<file path="config.mk">
export PLATFORM = sky130hd
export DESIGN_NAME = moving_average
export DESIGN_NICKNAME = d
export VERILOG_FILES = /design/src/rtl/moving_average_pkg.sv /design/src/rtl/avg_window_buf.sv /design/src/rtl/moving_average.sv
export SDC_FILE = /design/constraint.sdc
export NUM_CORES = 1
export LEC_CHECK = 0
export CORE_UTILIZATION = 62
export CTS_CLUSTER_SIZE = 14
export DETAILED_ROUTE_END_ITERATION = 6
export PLACE_DENSITY = 0.87
export SLEW_MARGIN = 0
export SYNTH_ARGS = -nofsm -noshare
export SYNTH_HDL_FRONTEND = slang
export SYNTH_SLANG_ARGS = --single-unit
</file>
<file path="constraint.sdc">
create_clock -name clk -period 6.85 [get_ports clk]
set_input_delay 0.685 -clock clk [delete_from_list [all_inputs] [get_ports clk]]
set_output_delay 0.685 -clock clk [all_outputs]
set_load 0.01 [all_outputs]
</file>
<file path="src/rtl/moving_average_pkg.sv">
// rtl/moving_average_pkg.sv - shared mode encodings and width helper for the moving-average filter
package moving_average_pkg;

  // Output mode encodings, sampled alongside each accepted sample
  localparam logic MODE_SUM = 1'b0;
  localparam logic MODE_AVG = 1'b1;

  // Running-sum/output width: enough to hold N full-scale samples without overflow
  function automatic int out_width(input int w, input int log2_n);
    return w + log2_n;
  endfunction

endpackage

</file>
<file path="src/rtl/avg_window_buf.sv">
// rtl/avg_window_buf.sv - circular sample buffer with write pointer and saturating fill count
module avg_window_buf #(
  parameter int W      = 4,
  parameter int LOG2_N = 2
) (
  input  logic         clk,
  input  logic         rst_n,
  input  logic         clr,
  input  logic         wr_en,
  input  logic [W-1:0] din,
  output logic [W-1:0] oldest,
  output logic         full,
  output logic         near_full
);

  localparam int N = 1 << LOG2_N;
  localparam logic [LOG2_N:0] N_CNT  = (LOG2_N + 1)'(N);
  localparam logic [LOG2_N:0] N_LAST = (LOG2_N + 1)'(N - 1);

  logic [W-1:0]      mem [N];
  logic [LOG2_N-1:0] wp;
  logic [LOG2_N:0]   cnt;

  // Entries start at zero so the subtraction of the evicted sample is exact during fill
  always_ff @(posedge clk or negedge rst_n) begin
    if (!rst_n) begin
      for (int i = 0; i < N; i++) mem[i] <= '0;
      wp  <= '0;
      cnt <= '0;
    end else if (clr) begin
      for (int i = 0; i < N; i++) mem[i] <= '0;
      wp  <= '0;
      cnt <= '0;
    end else if (wr_en) begin
      mem[wp] <= din;
      wp      <= wp + 1'b1;
      if (cnt != N_CNT) cnt <= cnt + 1'b1;
    end
  end

  // The slot about to be overwritten holds the sample leaving the window
  assign oldest    = mem[wp];
  assign full      = (cnt == N_CNT);
  // One more sample completes the window: the next accept produces a valid result
  assign near_full = (cnt == N_LAST);

endmodule

</file>
<file path="src/rtl/moving_average.sv">
// rtl/moving_average.sv - running-sum moving-average filter over the last 2^LOG2_N samples
module moving_average
  import moving_average_pkg::*;
#(
  parameter int W      = 4,
  parameter int LOG2_N = 2
) (
  input  logic                                clk,
  input  logic                                rst_n,
  input  logic                                x_load,
  input  logic [W-1:0]                        x,
  input  logic                                clr,
  input  logic                                mode,
  output logic [out_width(W, LOG2_N)-1:0]     y,
  output logic                                y_valid,
  output logic                                full
);

  localparam int OW = out_width(W, LOG2_N);
  // Half an LSB of the integer average, for round-half-up
  localparam logic [OW-1:0] HALF = OW'(1) << (LOG2_N - 1);

  logic [OW-1:0] s;
  logic [OW-1:0] s_next;
  logic [OW-1:0] rounded;
  logic [W-1:0]  oldest;
  logic          near_full;

  avg_window_buf #(
    .W      (W),
    .LOG2_N (LOG2_N)
  ) u_buf (
    .clk       (clk),
    .rst_n     (rst_n),
    .clr       (clr),
    .wr_en     (x_load),
    .din       (x),
    .oldest    (oldest),
    .full      (full),
    .near_full (near_full)
  );

  // One add and one subtract per sample; s never exceeds N*(2^W-1), and adding HALF stays in range
  always_comb begin
    s_next  = s + OW'(x) - OW'(oldest);
    rounded = (s_next + HALF) >> LOG2_N;
  end

  // Running sum and registered output; clr wins over a concurrent sample
  always_ff @(posedge clk or negedge rst_n) begin
    if (!rst_n) begin
      s       <= '0;
      y       <= '0;
      y_valid <= 1'b0;
    end else if (clr) begin
      s       <= '0;
      y       <= '0;
      y_valid <= 1'b0;
    end else begin
      y_valid <= 1'b0;
      if (x_load) begin
        s       <= s_next;
        y       <= (mode == MODE_AVG) ? rounded : s_next;
        y_valid <= full | near_full;
      end
    end
  end

endmodule
</file>
# Word-level counts from Yosys, hierarchy flattened
# Index checks and enable logic that the tools add are counted.
# W data, S select, Z words.
[classes]
n_addsub = 5
multipliers = 0
div_mod_pow = 0
n_lt_le_gt_ge = 2
eq_ne = 3
n_shift = 0
mux = 20
bitwise_logic = 2
n_reduce_logical = 4
[op_table]
columns = ["op", "n"]
rows = [
  ["$mux W16", 2],
  ["$mux W6", 5],
  ["$bwmux W16", 1],
  ["$mux W4", 3],
  ["$mux W3", 3],
  ["$bmux W4 S2", 1],
  ["$demux W4 S2", 1],
  ["$add A6 B2 Y6 const B", 1],
  ["$add A6 B4 Y6", 1],
  ["$sub A6 B4 Y6", 1],
  ["$mux W2", 2],
  ["$reduce_bool A2 Y1", 2],
  ["$add A3 B1 Y3 const B", 1],
  ["$eq A3 B2 Y1 const B", 1],
  ["$eq A3 B3 Y1 const B", 1],
  ["$ge A3 B3 Y1 const B", 1],
  ["$lt A3 B1 Y1 const B", 1],
  ["$ne A3 B3 Y1 const B", 1],
  ["$not A2 Y3", 1],
  ["$add A2 B1 Y2 const B", 1],
  ["$mux W1", 2],
  ["$reduce_and A2 Y1", 1],
  ["$logic_and A1 B1 Y1", 1],
  ["$or A1 B1 Y1", 1],
]
[totals]
reg_bits = 34
latch_bits = 0
ram_bits = 0
rom_bits = 0
input_bits = 9
elab_cells = 45
memories = 0

# Logic depth before layout (Yosys ltp)
# Gate-level depths: netlist of run 1.
[logic_depth]
word_depth = 9
ltp_mapped = 13

# Cells and area by module
# A second synthesis of run 1 with hierarchy kept.
[unflattened]
hier_cells = 220
hier_area_um2 = 2132.0
[modules_own_cells]
columns = ["module", "n_inst", "cells_each", "area_per_inst_um2"]
rows = [
  ["avg_window_buf", 1, 109, 1092.3],
  ["moving_average", 1, 111, 1039.7],
]

# Worst setup path before layout of run 1
# No wires, ideal clock.
[synth_path]
path_type = "reg-to-reg"
from = "reg u_buf.wp[0]"
to = "reg y[3]"
t_arrival_ns = 3.163
t_required_ns = 6.720
slack_ns = 3.557
path_stages_with_launch = 13
path_buffers = 1
period_less_slack_ns = 3.293
cell_sequence = "dfrtp_1 > clkbuf_1 > mux4_2 > fa_1 > inv_1 > fa_1 > xnor2_1 > inv_1 > ha_1 > o21ai_0 > nor4_2 > xnor3_1 > o22ai_2"
[synth_between]
elab_chain_cells = 9
[synth_rtl]
columns = ["element", "line_no", "source"]
rows = [
  ["from (decl)", "avg_window_buf.sv:21", "logic [LOG2_N-1:0] wp;"],
  ["from (signal assigned)", "avg_window_buf.sv:36", "wp <= wp + 1'b1;"],
  ["$not A2 Y3 (not written as such) (*)", "avg_window_buf.sv:42", "assign oldest = mem[wp];"],
  ["$bmux W4 S2 (*)", "avg_window_buf.sv:42", ""],
  ["$mux W4 (not written as such) (*) (2 in a row)", "avg_window_buf.sv:42", ""],
  ["$sub A6 B4 Y6 (*)", "moving_average.sv:45", "s_next = s + OW'(x) - OW'(oldest);"],
  ["$add A6 B2 Y6", "moving_average.sv:46", "rounded = (s_next + HALF) >> LOG2_N;"],
  ["$mux W6 (*)", "moving_average.sv:63", "y <= (mode == MODE_AVG) ? rounded : s_next;"],
  ["$mux W6 (*)", "moving_average.sv:61", "if (x_load) begin"],
  ["$mux W6 (*)", "moving_average.sv:55", "end else if (clr) begin"],
  ["to (signal assigned)", "moving_average.sv:63", ""],
  ["to (decl)", "moving_average.sv:14", "output logic [out_width(W, LOG2_N)-1:0] y,"],
]
# Every way passes the cells marked *; elsewhere a longest branch is shown, timed or not. The select of a mux whose other input is x is not followed.
# A chain may end at the register's enable or synchronous reset.

# Worst setup path after layout of run 1
# Ends and elaborated chain as after synthesis.

==> out/results.ini, run 1 <==
[detailed_routing]
drt-initial-drc-count = 124
drt-total-wl_um = 4300
first_pass_iters = 4
drc_errors = 0
postRouteAntennaNets = 0
avgViaCountPerCell = 5.73
num_vias = 1603
wl_per_cell_um = 15.4

[timing]
finalSetupViolCount = 0
finalMaxSlewViolations = 0
rsz0062_at_grt = false
fin_crit_sh_pct = 50.5
fin_crit_ps = 3460
worst_slew_pin_slew_ps = 438
hold_ws_ps = 499
setup_tns_ps = 0
slew-limit-headroom_pct = 70.8
hold_viol = 0
timing.fmax_ghz = 0.289
fin_skew_ps = 5.19

[synth]
postSynthAreaPerCell_um2 = 9.53
ys_async_sr_fraction_pct = 100
synth-edff-count = 0
yosysUniqueCellTypes = 38
postSynthCellCount = 218
ys.flop_type = dfrtp_1
synth_area_um2 = 2080
seq_area_frac_synth_pct = 40.9
synth_nets = 244
yosys_warnings = 0
ys_ff_latch = 34

[critical_path]
path_depth = 11
arrival_ps = 3740
worstReg2RegEnd = y[3]
regToRegStartpoint = u_buf.wp[0]
cp_max_fo = 8
critPathCaptureType = flip-flop
startpoint_type = flip-flop
rr_worst_depth = 11
cp_top_family = adder cells
cp_slowest_cell = dfrtp_1
crit_buf_inv = 2
crit_required_ps = 7130
r2r_slack_ps = 3390
cp_slowest_stage_delay_ps = 630
path_cells = mux4_2 > fa_1 > inv_1 > fa_1 > xnor2_1 > inv_1 > ha_1 > o21ai_0 > nor4_2 > xnor3_1 > o22ai_2
critPathKind = flip-flop to flip-flop

[clocking]
cts_root_buf = clkbuf_4
post_cts_resized = 0
cts.htree.levels = 2
ctsHoldBuffers = 0
post_cts_buffers = 0
cts_sinks = 34
worstSkewPairLatency_ps = 350
cts_tree = done
numCtsBuffers = 5
clkTransAtPathRegs_ps = 100
ctsLongestPathBuffers = 2

[layout]
insertedDiodeCount = 0
seq_area_um2 = 851
fillCellCount = 243
multiInputGateArea_um2 = 1110
layout_commonest_cell = dfrtp_1
layoutNonFillerInstCount = 280
syn_to_final_growth_pct = 12.6
drive_above_1_share_pct = 8.47
fin_nets = 261
layout_common_cells = dfrtp_1, nand2_1, a21oi_1, inv_1

[place]
io_buffer_count = 16
hpwl_um = 2960
gp_congestion = 0.887
place_inst = 272

[global_route]
grt_antenna_before_repair = 0
grt_pass1_wl_um = 7130
grtUsageTotal_pct = 28.3
overflow = 0
grt_pass1_vias = 1537
grt_start_max_net_pins = 44

[power]
total_leakage_power_uw = 0.00105
vdd_ir_drop_max_mv = 0.205
power_uw = 722
power_density_nw_per_um2 = 309

[min_path]
hold_class = flip-flop to flip-flop
whs_endpoint = y[1]
worstHoldStart = y[1]
min_path_cells = 2

[die]
die_h_um = 59.9
core-area_um2 = 3130
initial_core_util_pct = 66.4
die_w_um = 59.9
io_pins = 17
num_rows = 20
dieArea_um2 = 3590

[flow_run]
cap_violations = 0

[outcome]
status = finished, final reports clean

## worst register-to-register path: stages (launching register included)
cell,delay (ps)
dfrtp_1,630
mux4_2,590
fa_1,490
inv_1,70
fa_1,460
xnor2_1,180
inv_1,120
ha_1,190
o21ai_0,120
nor4_2,170
xnor3_1,260
o22ai_2,110
## worst max-delay path by stage
stage / startpoint / end / slack (ps)
after floorplan: u_buf.wp[0] / y[3] / 3560
after global placement: x[1] / y[3] / 3300
after detailed placement: x[1] / y[3] / 3220
after CTS: u_buf.wp[0] / y[3] / 3390
after global routing: u_buf.wp[0] / y[3] / 3140
final: u_buf.wp[0] / y[3] / 3390
## area by class of cell
type	instances	share of cell area [%]
sequential	34	36.3
multi-input combinational	153	47.4
clock inverter	1	0.214
clock buffer	7	2.35
inverter	22	3.53
tap	44	2.35
timing repair buffer	19	7.80
## synthesized netlist by cell type, drive strengths merged (4+ instances only)
library cell	count	area (um2)
dfrtp	34	851
a21oi	24	124
nand2	24	90.1
inv	22	82.6
nand3	17	85.1
nor2	17	63.8
ha	13	163
clkbuf	8	30.0
o21ai	8	40.0
mux2i	7	70.1
nor2b	5	31.3
fa	4	80.1
mux4	4	90.1
## per-stage QoR
stage / cell area (um2) / utilization [%] / worst slack, ps
3_5_place_dp: 2280 / 72.9 / 3220
3_3_place_gp: 2280 / 72.9 / 3300
6_report: 2340 / 74.8 / 3390
5_1_grt: 2340 / 74.8 / 3140
4_1_cts: 2340 / 74.8 / 3390
2_1_floorplan: 2080 / - / 3560
## logic make-up (layout without fill, tap and decap cells)
| group | count (synthesis) | after routing | synth area share [%] |
|---|---|---|---|
| and+or+nand+nor | 75 | 75 | 17.1 |
| AOI/OAI and AO/OA | 45 | 45 | 13.8 |
| DFF | 34 | 34 | 40.9 |
| buffers and inverters | 31 | 49 | 5.66 |
| adders and majority gates | 17 | 17 | 11.7 |
| muxes | 11 | 11 | 7.71 |
| xor gates and xnor gates | 5 | 5 | 3.13 |
## state kept, by name (all words and copies together) (netlist names)
signal / flops
s: 6
y: 6
u_buf.cnt: 3
u_buf.mem: 16
u_buf.wp: 2
y_valid: 1
## report_power, final
part | internal (uW) | switching [uW] | leakage [uW]
combinational | 159 | 195 | 0.000557
sequential | 226 | 21.5 | 0.000460
clock | 49.7 | 70.6 | 0.0000353
total | 435 | 287 | 0.00105
## layer usage
layer / wire length (um) / GRT usage [%] / part of all wire [%] / up-vias
met2: 1980 / 40.3 / 46 / 62
li1: - / - / - / 776
met1: 1930 / 40.4 / 45 / 759
met3: 319 / 8.87 / 7.4 / 6
met4: 66 / 10.6 / 1.5 / 0
met5: 0 / 0 / 0 / -
Note: power is estimated with default switching activity, not from simulation.
==> run 2: changes to the inputs <==
- CORE_UTILIZATION: 62 -> 58
- PLACE_DENSITY: 0.87 -> 0.83
- clock period: 6.85 -> 3.2 ns (I/O delays scaled with it)
==> run 2 against run 1 <==
  * Sequential cell count unchanged
  * Worst setup slack lost 3300 ps
  * Design area is 4.3% higher
  * Combinational power is 140% higher
  * Largest cell class unchanged
  * Cell count is 3.2% higher
==> out/results.ini, run 2 (same netlist as run 1, synthesis figures left out) <==
[die]
core-area_um2 = 3390  ; was 3130 um2
die_h_um = 61.9  ; was 59.9 um
dieArea_um2 = 3830  ; was 3590 um2
io_pins = 17  ; unchanged
num_rows = 21  ; was 20
die_w_um = 61.9  ; was 59.9 um
initial_core_util_pct = 61.3  ; was 66.4%

[timing]
fin_crit_sh_pct = 97.2  ; was 50.5%
slew-limit-headroom_pct = 67.3  ; was 70.8%
timing.fmax_ghz = 0.322  ; was 0.289 GHz
finalMaxSlewViolations = 0  ; unchanged
fin_skew_ps = 5.14  ; was 5.19 ps
worst_slew_pin_slew_ps = 489  ; was 438 ps
setup_tns_ps = 0  ; unchanged
hold_viol = 0  ; unchanged
rsz0062_at_grt = true  ; was false
fin_crit_ps = 3110  ; was 3460 ps
finalSetupViolCount = 0  ; unchanged

[place]
hpwl_um = 3300  ; was 2960 um
io_buffer_count = 16  ; unchanged
gp_congestion = 0.836  ; was 0.887
placed_area_um2 = 2330  ; was 2280 um2

[global_route]
grtUsageTotal_pct = 26.4  ; was 28.3%
grt_pass1_wl_um = 7150  ; was 7130 um
overflow = 0  ; unchanged
grt_start_max_net_pins = 44  ; unchanged
grt_pass1_vias = 1567  ; was 1537
grt_antenna_before_repair = 0  ; unchanged

[layout]
reg_top3 = u_buf.mem (16), s (6), y (6)  ; unchanged
syn_to_final_growth_pct = 17.5  ; was 12.6%
stdcell_area_um2 = 2440  ; was 2340 um2
fin_util_pct = 72.1  ; was 74.8%
layout_commonest_cell = dfrtp_1  ; unchanged
layout_common_cells = dfrtp_1, nand2_1, a21oi_1, inv_1, nand3_1  ; was dfrtp_1, nand2_1, a21oi_1, inv_1
fillCellCount = 241  ; was 243
largest_reg_flops = 16  ; unchanged
largest-register = u_buf.mem  ; unchanged
fin_nets = 268  ; was 261
drive_above_1_share_pct = 14.4  ; was 8.47%
insertedDiodeCount = 0  ; unchanged

[detailed_routing]
num_vias = 1651  ; was 1603
first_pass_iters = 4  ; unchanged
wl_per_cell_um = 16.1  ; was 15.4 um
drc_errors = 0  ; unchanged
avgViaCountPerCell = 5.71  ; was 5.73
postRouteAntennaNets = 0  ; unchanged
drt-initial-drc-count = 90  ; was 124
drt-total-wl_um = 4640  ; was 4300 um

[critical_path]
worstSetupStartpoint = u_buf.wp[0]  ; unchanged
crit_buf_inv = 1  ; was 2
crit_required_ps = 3440  ; was 7130 ps
cp_slowest_stage_delay_ps = 530  ; was 630 ps
cp_max_fo = 5  ; was 8
path_cells = mux4_2 > fa_1 > inv_1 > ha_1 > a211oi_4 > nor2_1 > nor2_2 > o2111ai_1 > a311oi_1  ; was mux4_2 > fa_1 > inv_1 > fa_1 > xnor2_1 > inv_1 > ha_1 > o21ai_0 > nor4_2 > xnor3_1 > o22ai_2
critPathKind = flip-flop to flip-flop  ; unchanged
critPathCaptureType = flip-flop  ; unchanged
regToRegStartpoint = u_buf.wp[0]  ; unchanged
cp_top_family = adder cells  ; unchanged
cp_slowest_cell = mux4_2  ; was dfrtp_1
startpoint_type = flip-flop  ; unchanged
arrival_ps = 3350  ; was 3740 ps

[outcome]
status = finished, final reports clean  ; unchanged

[power]
power_density_nw_per_um2 = 693  ; was 309 nW/um2
vdd_ir_drop_max_mv = 0.382  ; was 0.205 mV
total_leakage_power_uw = 0.00110  ; was 0.00105 uW

[clocking]
worstSkewPairLatency_ps = 340  ; was 350 ps
numCtsBuffers = 5  ; unchanged
cts_tree = done  ; unchanged
cts.htree.levels = 2  ; unchanged
ctsLongestPathBuffers = 2  ; unchanged
cts_sinks = 34  ; unchanged
cts_root_buf = clkbuf_4  ; unchanged
clkTransAtPathRegs_ps = 110  ; was 100 ps
ctsHoldBuffers = 0  ; unchanged

[min_path]
hold_class = input pin to async pin  ; was flip-flop to flip-flop

[flow_run]
cap_violations = 0  ; unchanged

-- run 2: cell type report --
cell class	instances	area (um2)	area share [%]
Clock buffer	6	41.3	1.69
Clock inverter	2	37.5	1.54
Inverter	22	82.6	3.38
Multi-Input combinational cell	153	1140	46.5
Sequential cell	34	852	34.9
Tap cell	46	57.6	2.36
Timing Repair Buffer	26	235	9.63
-- run 2: what timing repair did --
item                       in CTS  in global routing
pin swaps                       0                  3
setup buffers                   0                  1
resized for setup               1                  8
setup endpoints to repair       1                  5
-- run 2: power by group --
part	total [uW]	switching, uW	leakage, uW	internal (uW)
combinational	846	455	0.000600	391
sequential	528	42.9	0.000459	485
clock	318	154	0.0000385	165
-- run 2: worst paths after layout --
check                          endpoint  slack [ps]  cells past startpoint
max                                y[2]          90                      9
min                             y_valid         370                      2
max reg2reg                        y[2]          90                      9
min reg2reg                u_buf.mem[9]         540                      2
max in group asynchronous   u_buf.wp[0]        2490                      2
min in group clk           u_buf.mem[9]         540                      2
-- run 2: metal layers --
layer / global-route usage, % / vias up / wire length, um
met5: 0 / - / 0
met4: 8.25 / 0 / 80
met3: 6.00 / 8 / 212
met2: 43.3 / 44 / 2330
met1: 35.1 / 808 / 2010
li1: - / 791 / -
-- run 2: stage by stage --
| step | hold WS, ps | setup slack (ps) | power [uW] | instances |
|---|---|---|---|---|
| detailed placement | 516 | 29.0 | 1310 | 280 |
| CTS | 386 | 47.1 | 1630 | 288 |
| global placement | 473 | 85.4 | 1280 | 280 |
| finish | 370 | 91.0 | 1690 | 289 |
| global route | 394 | -50.5 | 1790 | 289 |
| floorplan | 24.4 | 40.3 | 1090 | 218 |
-- run 2: worst reg2reg max path, cell delays in order (launching register included) --
cell and delay [ps]:
dfrtp_2 450, mux4_2 530, fa_1 490, inv_1 70, ha_1 330, a211oi_4 330
nor2_1 180, nor2_2 190, o2111ai_1 150, a311oi_1 290
